`src/rtl/sub_flag_stage.sv`:
```
// Subtract-checker stage: captures a/b/y, derives NZCV flags and an error bit,
// buffers results in a 2-entry FIFO, and counts signed-overflow transactions.
//
// Ports:
//   clk, rst_n           clock, async active-low reset
//   in_valid/in_ready    upstream handshake carrying a, b, y
//   out_valid/out_ready  downstream handshake for out_y/out_flags/out_err
//   out_flags            {N,Z,C,V} of the head entry
//   ovf_count            saturating count of accepted V=1 transactions
//   clr_count            synchronous clear of ovf_count
module sub_flag_stage (
    input  logic        clk,
    input  logic        rst_n,
    input  logic        in_valid,
    output logic        in_ready,
    input  logic [31:0] a,
    input  logic [31:0] b,
    input  logic [31:0] y,
    output logic        out_valid,
    input  logic        out_ready,
    output logic [31:0] out_y,
    output logic [3:0]  out_flags,
    output logic        out_err,
    output logic [7:0]  ovf_count,
    input  logic        clr_count
);

    typedef enum logic [1:0] {
        EMPTY = 2'd0,
        ONE   = 2'd1,
        FULL  = 2'd2
    } occ_t;

    typedef struct packed {
        logic [31:0] y;
        logic [3:0]  flags;
        logic        err;
    } entry_t;

    occ_t        occ;
    occ_t        occ_nxt;
    entry_t      mem [2];
    entry_t      new_e;
    entry_t      head;
    logic        wr_ptr;
    logic        rd_ptr;
    logic        push;
    logic        pop;
    logic [31:0] diff;

    // rst_n gates in_ready so nothing is offered while reset is held.
    assign in_ready  = rst_n && (occ != FULL);
    assign out_valid = (occ != EMPTY);
    assign push      = in_valid && in_ready;
    assign pop       = out_valid && out_ready;

    // Flags come from the received y; err compares it against our own a-b.
    always_comb begin
        diff      = a - b;
        new_e.y   = y;
        new_e.flags = {
            y[31],
            (y == 32'd0),
            (a < b),
            (a[31] != b[31]) && (y[31] != a[31])
        };
        new_e.err = (y != diff);
    end

    always_comb begin
        occ_nxt = occ;
        unique case (occ)
            EMPTY: if (push) occ_nxt = ONE;
            ONE: begin
                if (push && !pop)
                    occ_nxt = FULL;
                else if (pop && !push)
                    occ_nxt = EMPTY;
            end
            FULL: if (pop) occ_nxt = ONE;
            default: occ_nxt = EMPTY;
        endcase
    end

    always_ff @(posedge clk or negedge rst_n) begin
        if (!rst_n) begin
            occ    <= EMPTY;
            wr_ptr <= 1'b0;
            rd_ptr <= 1'b0;
        end else begin
            occ <= occ_nxt;
            if (push)
                wr_ptr <= ~wr_ptr;
            if (pop)
                rd_ptr <= ~rd_ptr;
        end
    end

    // Payload needs no reset: occupancy alone decides what is visible.
    always_ff @(posedge clk) begin
        if (push)
            mem[wr_ptr] <= new_e;
    end

    assign head      = mem[rd_ptr];
    assign out_y     = out_valid ? head.y     : 32'd0;
    assign out_flags = out_valid ? head.flags : 4'd0;
    assign out_err   = out_valid ? head.err   : 1'b0;

    always_ff @(posedge clk or negedge rst_n) begin
        if (!rst_n)
            ovf_count <= 8'd0;
        else if (clr_count)
            ovf_count <= 8'd0;
        else if (push && new_e.flags[0] && (ovf_count != 8'hFF))
            ovf_count <= ovf_count + 8'd1;
    end

endmodule

```
`config.mk`:
```
export PLATFORM = sky130hd
export DESIGN_NAME = sub_flag_stage
export DESIGN_NICKNAME = d
export VERILOG_FILES = /design/src/rtl/sub_flag_stage.sv
export SDC_FILE = /design/constraint.sdc
export NUM_CORES = 1
export LEC_CHECK = 0
export ABC_AREA = 1
export BUFFER_PORTS_ARGS = -buffer_cell sky130_fd_sc_hd__buf_4
export CAP_MARGIN = 15
export CORE_UTILIZATION = 48
export DETAILED_ROUTE_END_ITERATION = 12
export PLACE_DENSITY = 0.72
export SLEW_MARGIN = 5
export SYNTH_ARGS = -nofsm -noshare
export SYNTH_HDL_FRONTEND = slang
export SYNTH_SLANG_ARGS = --single-unit
```
`constraint.sdc`:
```
create_clock -name clk -period 3 [get_ports clk]
set_input_delay 0.3 -clock clk [delete_from_list [all_inputs] [get_ports clk]]
set_output_delay 0.3 -clock clk [all_outputs]
set_load 0.02 [all_outputs]
```
======== After elaboration in Yosys (flattened, before gate mapping) ========
Memory sizes are Yosys's and may differ from the RTL's.
Index checks and enable logic that the tools add are counted.
storage, ports and cells
  register bits ........................... 12
  bits in writable memories ............... 74
  bits of input ports ..................... 101
  output and inout bits ................... 47
  logic and storage cells ................. 47
  memories kept ........................... 1
operators by class
  add/sub/neg operators ................... 2
  order comparisons ....................... 1
  eq/ne operators ......................... 10
  mux-type cells .......................... 12
  bitwise gates (word level) .............. 2
  reductions and logical operators ........ 15
memory list
  name  words  width  read ports  clocked after Yosys merged registers in  write ports  line  text
  mem   2      37     1           0                                        1            42    entry_t mem [2];
operators by type and width
  kind                   count
  $logic_not A32 Y1      1
  $lt A32 B32 Y1         1
  $mux W32               1
  $ne A32 B32 Y1         1
  $sub A32 B32 Y32       1
  $mux W8                2
  $add A8 B1 Y8 const B  1
  $logic_and A1 B1 Y1    8
  $mux W2                4
  $ne A8 B8 Y1 const B   1
  $ne A2 B2 Y1 const B   3
  $pmux W2 S3            1
  $mux W4                1
  $reduce_bool A2 Y1     2
  $mux W1                3
  $ne A3 B3 Y1 const B   1
  $reduce_and A3 Y1      1
  $eq A2 B1 Y1 const B   1
  $eq A2 B2 Y1 const B   1
  $logic_not A1 Y1       2
  $logic_not A2 Y1       1
  $ne A1 B1 Y1           2
  $not A1 Y1             2

======== Longest topological paths before layout ========
Gate-level depths: netlist (run 1).
  depth in word-level cells ............... 8
  gate-level depth with buffers ........... 20
  mapped depth without buffers ............ 19

======== Worst setup path after synthesis (run 1) ========
No wires, ideal clock.
  path kind ............................... reg2reg
  start ................................... register occ[0]
  end ..................................... memory mem[0][0] (netlist name), enable pin
  library setup time ...................... 0.429 ns
  arrival ................................. 2.333 ns
  required time ........................... 2.571 ns
  slack ................................... 0.238 ns
  stages on the path, launching flop included .. 7
  buffers on the path ..................... 0
  period minus slack after synthesis ...... 2.762 ns
  cells stage by stage .................... dfrtp_1 inv_2 nand2_1 inv_2 nor2_4 nand2_4 nor2_1
on the way
  word-level cells in the longest chain between the ends .. 5
RTL lines
  element                        line  text
  from (decl)                    40    occ_t occ;
  from (signal assigned)         91    occ <= occ_nxt;
  $ne A2 B2 Y1                   52    assign in_ready = rst_n && (occ != FULL);
  $logic_and A1 B1 Y1            52
  via in_ready                   15    output logic in_ready,
  $logic_and A1 B1 Y1            54    assign push = in_valid && in_ready;
  $mux W1                        101   if (push)
  $mux W1 (not written as such)  102   mem[wr_ptr] <= new_e;
  to (decl)                      42
The timed path passes the listed nets, and every way through them passes these cells.

==> results.yml, run 1 <==
timing:
  worst_slew_pin_slew_ps: 647
  max-slew-margin-rel_pct: 56.8
  clock-skew-final_ps: 5.34
  setup_viol_count_final: 0
  rsz0062_at_grt: "no"
  setup_total_negative_slack_ps: 0
  fmaxAchievable_ghz: 0.442
  timing.final.crit_share_pct: 75.4
  report.final.slew_viol_count: 0
  timing.final.crit_period_ps: 2260
  finalHoldViolCount: 0
die:
  coreArea_um2: 13200
  die_y_um: 118
  num_io_pins: 148
  fp.dieW_um: 118
  floorplan.die_area_um2: 13900
  std_cell_rows: 42
  start_util_pct: 49.0
route:
  drt_pre_antenna_iters: 5
  antenna_violating_nets_post_route: 0
  via_count: 6197
  routedWlPerCell_um: 13.0
  drt-total-wl_um: 16400
  detail_route.wirelength.met1_um: 7650
  top_layer: "met4"
  initialDrtViolationCount: 502
  drc_violations_left: 0
  vias_per_cell: 4.91
  met3WireLength_um: 900
  wl_met2_um: 7680
synthesis:
  synthesis.nets: 1067
  syn_inst: 931
  synth.avg_cell_area_um2: 6.95
  synth_enable_flop_cells: 72
  yosys_register_bits: 84
  yosys_most_used_dff: "edfxtp_1"
  yosysSeqAreaShare_pct: 38.1
  synth-async-reset-ratio_pct: 14.3
  synthesis.yosys.warnings: 0
  netlist-cell-type-count: 38
  mappedNetlistArea_um2: 6470
final_layout:
  synthToLayoutAreaGrowth_pct: 25.1
  antenna-diode-count: 0
  final_layout_size_suffix_gt1_share_pct: 16.7
  nNetsFinal: 1217
  n_fill_cell: 1255
  final_core_utilization_pct: 61.3
  mostFrequentLayoutCells: "nand2_1 (346), inv_1 (170), buf_4 (150), edfxtp_1 (72), nand3_1 (66)"
  mostFrequentLayoutCell: "nand2_1"
outcome:
  outcome: "finished clean"
critical_path:
  timing.critical_path.slowest_cell_delay_ps: 380
  startpoint_to_endpoint_class_of_the_critical_path: "in2reg"
  crit_required_ps: 3070
  critical_path_buf_inv_count: 3
  reg2regPathDepth: 13
  cpMostUsedCell: "nand2_1"
  timing.critical_path.fanout_max: 4
  critical_path.endpoint_type: "flip-flop"
  setup.worst_path.start_class: "input port"
  timing.critical_path.depth: 18
  cpLargestDelayFamily: "simple AND/OR/NAND/NOR gates"
  cp.arrival_ps: 2330
  worstPathCellList: "buf_4 -> inv_1 -> ha_1 -> fa_1 -> inv_1 -> nand2_1 -> nand2_1 -> nand2_1 -> o21ai_0 -> nand2_1 -> nand2_1 -> nand2_1 -> nand3_1 -> nand3_1 -> nor2_1 -> nand3_1 -> nor2_1 -> nand3_1"
  worst_path_max_delay_cell: "fa_1"
worst_hold_path:
  min_delay_worst_type: "in2reg"
  worst_hold_path.num_cells: 2
flow_run:
  max_cap_violations: 0
clock_tree:
  numClockSinks: 84
  clkLatencyLatePin_ps: 330
  post-cts-setup-buffers: 0
  cts_tree: "done"
  clock_tree.htree_level_count: 3
  cts_repair_resize_count: 0
  max-clock-path-buffers: 2
  ctsRootBufferMaster: "clkbuf_16"
  clk_transition_reported_paths_ps: 60
  cts-buffers-inserted: 9
global_route:
  grt_pass1_wl_um: 27100
  first_global_vias: 5686
  grt_use_total_pct: 24.5
  maximum_number_of_pins_on_one_net_before_global_route_repair: 38
  globalRoute.totalOverflow: 0
  grt_antenna_before_repair: 0
place:
  place.gp.congestion: 0.894
  numPortBuffers: 147
  post-dp-hpwl_um: 13100
pwr:
  power_leakage_nw: 4.24
  vdd.ir_drop.worst_mv: 0.314
  total_power_density_per_cell_area_nw_per_um2: 597
==> repair_timing <==
action / in CTS / in global routing
hold buffers: 1 / 0
hold endpoints to repair: 12 / 0
setup endpoints to repair: 0 / 0
==> flip-flops by register name, summed over array words and instances, names as in the netlist <==
| name | cells |
|---|---|
| mem | 72 |
| ovf_count | 8 |
| occ | 2 |
| rd_ptr | 1 |
| wr_ptr | 1 |
==> report_power, final <==
group | leakage, nW | switching (mW) | internal, mW
clock | 0.137 | 0.409 | 0.636
sequential | 0.816 | 0.0518 | 1.43
combinational | 3.29 | 1.46 | 0.834
==> routing by layer <==
layer / GRT usage, % / up-vias
li1: - / 3249
met1: 34.4 / 2747
met2: 39.9 / 189
met3: 2.91 / 12
met4: 7.05 / 0
met5: 0 / -
==> Yosys cell counts, types with 6 or more instances <==
cell type | number | share of area, %
clkbuf_1 | 7 | 0.41
nor4_1 | 8 | 0.77
nor2_1 | 61 | 3.5
dfrtp_1 | 12 | 4.6
a21oi_1 | 65 | 5.0
nand3b_1 | 10 | 1.2
inv_1 | 170 | 9.9
ha_1 | 34 | 6.6
o21ai_0 | 8 | 0.62
nand2_1 | 346 | 20
nand4_1 | 9 | 0.87
xnor2_1 | 11 | 1.5
edfxtp_1 | 72 | 33
xor2_1 | 13 | 1.8
nand3_1 | 66 | 5.1
nor3_1 | 6 | 0.46
==> cells by family after synthesis <==
logic type | Yosys count | share of synthesized area (%)
and+or+nand+nor | 519 | 33.8
AOI/OAI and AO/OA | 81 | 6.87
adders and majority gates | 35 | 6.89
buffers and inverters | 188 | 11.1
xor gates and xnor gates | 24 | 3.25
DFF | 84 | 38.1
==> metrics by stage <==
stage                     instances  setup slack (ps)  area [µm²]  total power, mW  hold slack, ps
after floorplan                 931               238        6470             2.93            4.41
after global placement         1245               420        7790             3.78             154
after detailed placement       1245               407        7790             3.80             152
after CTS                      1262               761        8090             4.86             146
after global routing           1262               433        8090             5.15             155
final                          1262               738        8090             4.83             163
==> final timing paths <==
kind	startpoint	to	slack (ps)
min in group asynchronous	rst_n	ovf_count[4]	350
worst max-delay path	a[0]	mem[1][0]	740
max in group asynchronous	rst_n	wr_ptr	2490
worst min register to register	ovf_count[3]	ovf_count[3]	520
worst max register to register	occ[0]	ovf_count[7]	1220
worst min-delay path	clr_count	ovf_count[2]	160
==> cell type report <==
type                       count  area (µm²)  area share [%]
clock buffer                  10         229            2.83
clock inverter                 6        55.1           0.681
inverter                     175         662            8.19
multi-input combinational    659        3300            40.8
sequential                    84        2460            30.5
tap                          176         220            2.72
timing repair buffer         152        1160            14.3
No activity file was read; power rests on OpenSTA's default activity.
==> run 2: changes to the inputs <==
--- a/config.mk
+++ b/config.mk
@@ -5,12 +5,12 @@
 export SDC_FILE = /design/constraint.sdc
 export NUM_CORES = 1
 export LEC_CHECK = 0
-export ABC_AREA = 1
+export ABC_AREA = 0
 export BUFFER_PORTS_ARGS = -buffer_cell sky130_fd_sc_hd__buf_4
 export CAP_MARGIN = 15
 export CORE_UTILIZATION = 48
 export DETAILED_ROUTE_END_ITERATION = 12
-export PLACE_DENSITY = 0.72
+export PLACE_DENSITY = 0.73
 export SLEW_MARGIN = 5
 export SYNTH_ARGS = -nofsm -noshare
 export SYNTH_HDL_FRONTEND = slang
==> constraint.sdc (replaced) <==
create_clock -name clk -period 2.1 [get_ports clk]
set_input_delay 0.21 -clock clk [delete_from_list [all_inputs] [get_ports clk]]
set_output_delay 0.21 -clock clk [all_outputs]
set_load 0.02 [all_outputs]
==> results.yml, run 2 <==
flow_run:
  max_cap_violations: 0
synthesis:
  yosys.cell_count.top_type: "nor2_1"
  synthesis.nets: 744
  synth.avg_cell_area_um2: 9.66
  syn_inst: 608
  yosysSeqAreaShare_pct: 41.9
  netlist.top_cell.by_area: "edfxtp_1"
  yosys_register_bits: 84
  synth_enable_flop_cells: 72
  synth-async-reset-ratio_pct: 14.3
  netlist_top_cells_count: "nor2_1 (79), edfxtp_1 (72), nand2_1 (51), inv_1 (40), mux2i_1 (39)"
  netlist-cell-type-count: 70
  synth_largest_type_area_fraction_pct: 36.8
  synth_top_cells_by_area: "edfxtp_1 (37%), ha_1 (7.2%), mux2i_1 (6.6%), dfrtp_1 (5.1%), nor2_1 (5.0%)"
  mappedNetlistArea_um2: 5870
  synthesis.yosys.warnings: 0
  yosys_most_used_dff: "edfxtp_1"
global_route:
  grt_antenna_before_repair: 0
  globalRoute.totalOverflow: 0
  maximum_number_of_pins_on_one_net_before_global_route_repair: 37
  grt_pass1_wl_um: 28900
  grt_use_total_pct: 29.6
  first_global_vias: 5770
critical_path:
  crit_required_ps: 2160
  timing.critical_path.depth: 14
  cpMostUsedCell: "buf_4"
  critical_path_buf_inv_count: 4
  worst_path_max_delay_cell: "nor4_2"
  cpLargestDelayFamily: "simple AND/OR/NAND/NOR gates"
  critical_path.endpoint_type: "flip-flop"
  timing.critical_path.slowest_cell_delay_ps: 350
  setup.worst_path.start_class: "input port"
  worstPathCellList: "buf_4 -> ha_1 -> buf_4 -> nand3b_1 -> a211oi_2 -> o211ai_1 -> buf_4 -> o21ai_2 -> buf_4 -> xnor2_1 -> nor4_2 -> nand4_1 -> nor4_4 -> o2111ai_2"
  startpoint_to_endpoint_class_of_the_critical_path: "in2reg"
  cp.arrival_ps: 3050
  timing.critical_path.fanout_max: 3
  reg2regPathDepth: 9
clock_tree:
  clock_tree.htree_level_count: 3
  cts-buffers-inserted: 9
  clk_transition_reported_paths_ps: 60
  numClockSinks: 84
  cts_tree: "done"
  clkLatencyLatePin_ps: 330
  max-clock-path-buffers: 2
  ctsRootBufferMaster: "clkbuf_16"
timing:
  report.final.slew_viol_count: 0
  setup_ws_ps: -894
  worst_slew_pin_slew_ps: 577
  finalHoldViolCount: 0
  timing.final.crit_period_ps: 2990
  rsz0062_at_grt: "yes"
  fmaxAchievable_ghz: 0.334
  clock-skew-final_ps: 6.01
  max-slew-margin-rel_pct: 61.0
  setup_viol_count_final: 4
  timing.final.crit_share_pct: 143
final_layout:
  mostFrequentLayoutCells: "buf_4 (300), nor2_1 (75), edfxtp_1 (72), nand2_1 (51), mux2i_1 (39)"
  final_layout_size_suffix_gt1_share_pct: 41.7
  registers.top_by_ff_count: "mem"
  nNetsFinal: 1043
  final_core_utilization_pct: 74.2
  largest_reg_flops: 72
  synthToLayoutAreaGrowth_pct: 51.1
  largest_registers: "mem: 72 flops, ovf_count: 8 flops, occ: 2 flops"
  antenna-diode-count: 0
  mostFrequentLayoutCell: "buf_4"
pwr:
  power_leakage_nw: 3.99
  total_power_density_per_cell_area_nw_per_um2: 790
  vdd.ir_drop.worst_mv: 0.379
  power_consumption_mw: 7.02
worst_hold_path:
  min_delay_worst_type: "in2reg"
  worst_hold_path.num_cells: 2
die:
  start_util_pct: 49.1
  coreArea_um2: 12000
  die_y_um: 113
  num_io_pins: 148
  fp.dieW_um: 113
  floorplan.die_area_um2: 12700
  std_cell_rows: 40
route:
  drc_violations_left: 0
  vias_per_cell: 5.51
  initialDrtViolationCount: 468
  via_count: 5834
  routedWlPerCell_um: 17.4
  antenna_violating_nets_post_route: 0
  drt_pre_antenna_iters: 5
  drt-total-wl_um: 18500
place:
  numPortBuffers: 147
  place.gp.congestion: 0.987
  post-dp-hpwl_um: 14800
outcome:
  violations: "setup timing"
  outcome: "finished with violations"
run 2: worst paths after layout:
path                           endpoint  startpoint  slack (ps)
setup / recovery              mem[0][0]        a[2]        -890
hold / removal                   occ[1]   out_ready          90
setup reg to reg           ovf_count[7]      occ[0]         190
hold reg to reg                  occ[0]      occ[1]         530
max in group asynchronous        rd_ptr       rst_n        1680
min in group asynchronous  ovf_count[5]       rst_n         250
run 2: cell type report:
class | count | area (µm²)
inverters | 40 | 158
repair buffers | 305 | 2330
clock buffers | 11 | 233
multi-input cells | 467 | 3460
clock inverters | 5 | 52.6
fillers | 891 | 3090
well taps | 147 | 184
flip-flops and latches | 84 | 2460
run 2: logic make-up after synthesis:
group | share of synthesized area, %
AO/OA/AOI/OAI | 14.7
adder cells (fa/ha/maj) | 7.58
flip-flops | 41.9
XOR/XNOR | 8.03
multiplexers | 6.65
AND/OR/NAND/NOR | 17.1
buffers and inverters | 3.96
run 2: worst reg2reg max path: cells and delay by family (launching register included):
kind,cells,cell delay (ps)
and+or+nand+nor,6,920
DFF,1,420
AOI/OAI and AO/OA,1,200
xor gates and xnor gates,1,140
buffers and inverters,1,120
run 2: through the flow:
stage / area (µm²) / hold slack [ps] / setup slack [ps] / std cells / TNS (ps)
floorplan: 5980 / -85.6 / -904 / 608 / -2590
global placement: 8360 / 56.7 / -1310 / 1038 / -4090
detailed placement: 8360 / 59.4 / -1400 / 1038 / -4320
CTS: 8760 / 71.5 / -795 / 1057 / -2020
global route: 8880 / 87.6 / -1020 / 1059 / -2740
finish: 8880 / 85.8 / -894 / 1059 / -2330
run 2: metal layers:
metal	GRT usage, %	part of all wire [%]	vias to the layer above
li1	-	-	2827
met1	37.7	44	2790
met2	52.2	50	186
met3	3.24	3.6	31
met4	10.6	2.8	0
met5	0	0	-
run 2: what timing repair did:
| item | 4_1_cts | 5_1_grt |
|---|---|---|
| pin swaps | 17 | 7 |
| gates resized for setup | 25 | 20 |
| hold endpoints to repair | 12 | 0 |
| endpoints found under the setup margin | 4 | 6 |
| hold buffers | 1 | 0 |
| buffers inserted | 2 | 2 |
run 2: power by group:
| part | leakage (nW) | internal [mW] | switching [mW] |
|---|---|---|---|
| clock network | 0.139 | 0.914 | 0.580 |
| logic | 3.03 | 1.55 | 1.87 |
| registers | 0.819 | 2.03 | 0.0704 |
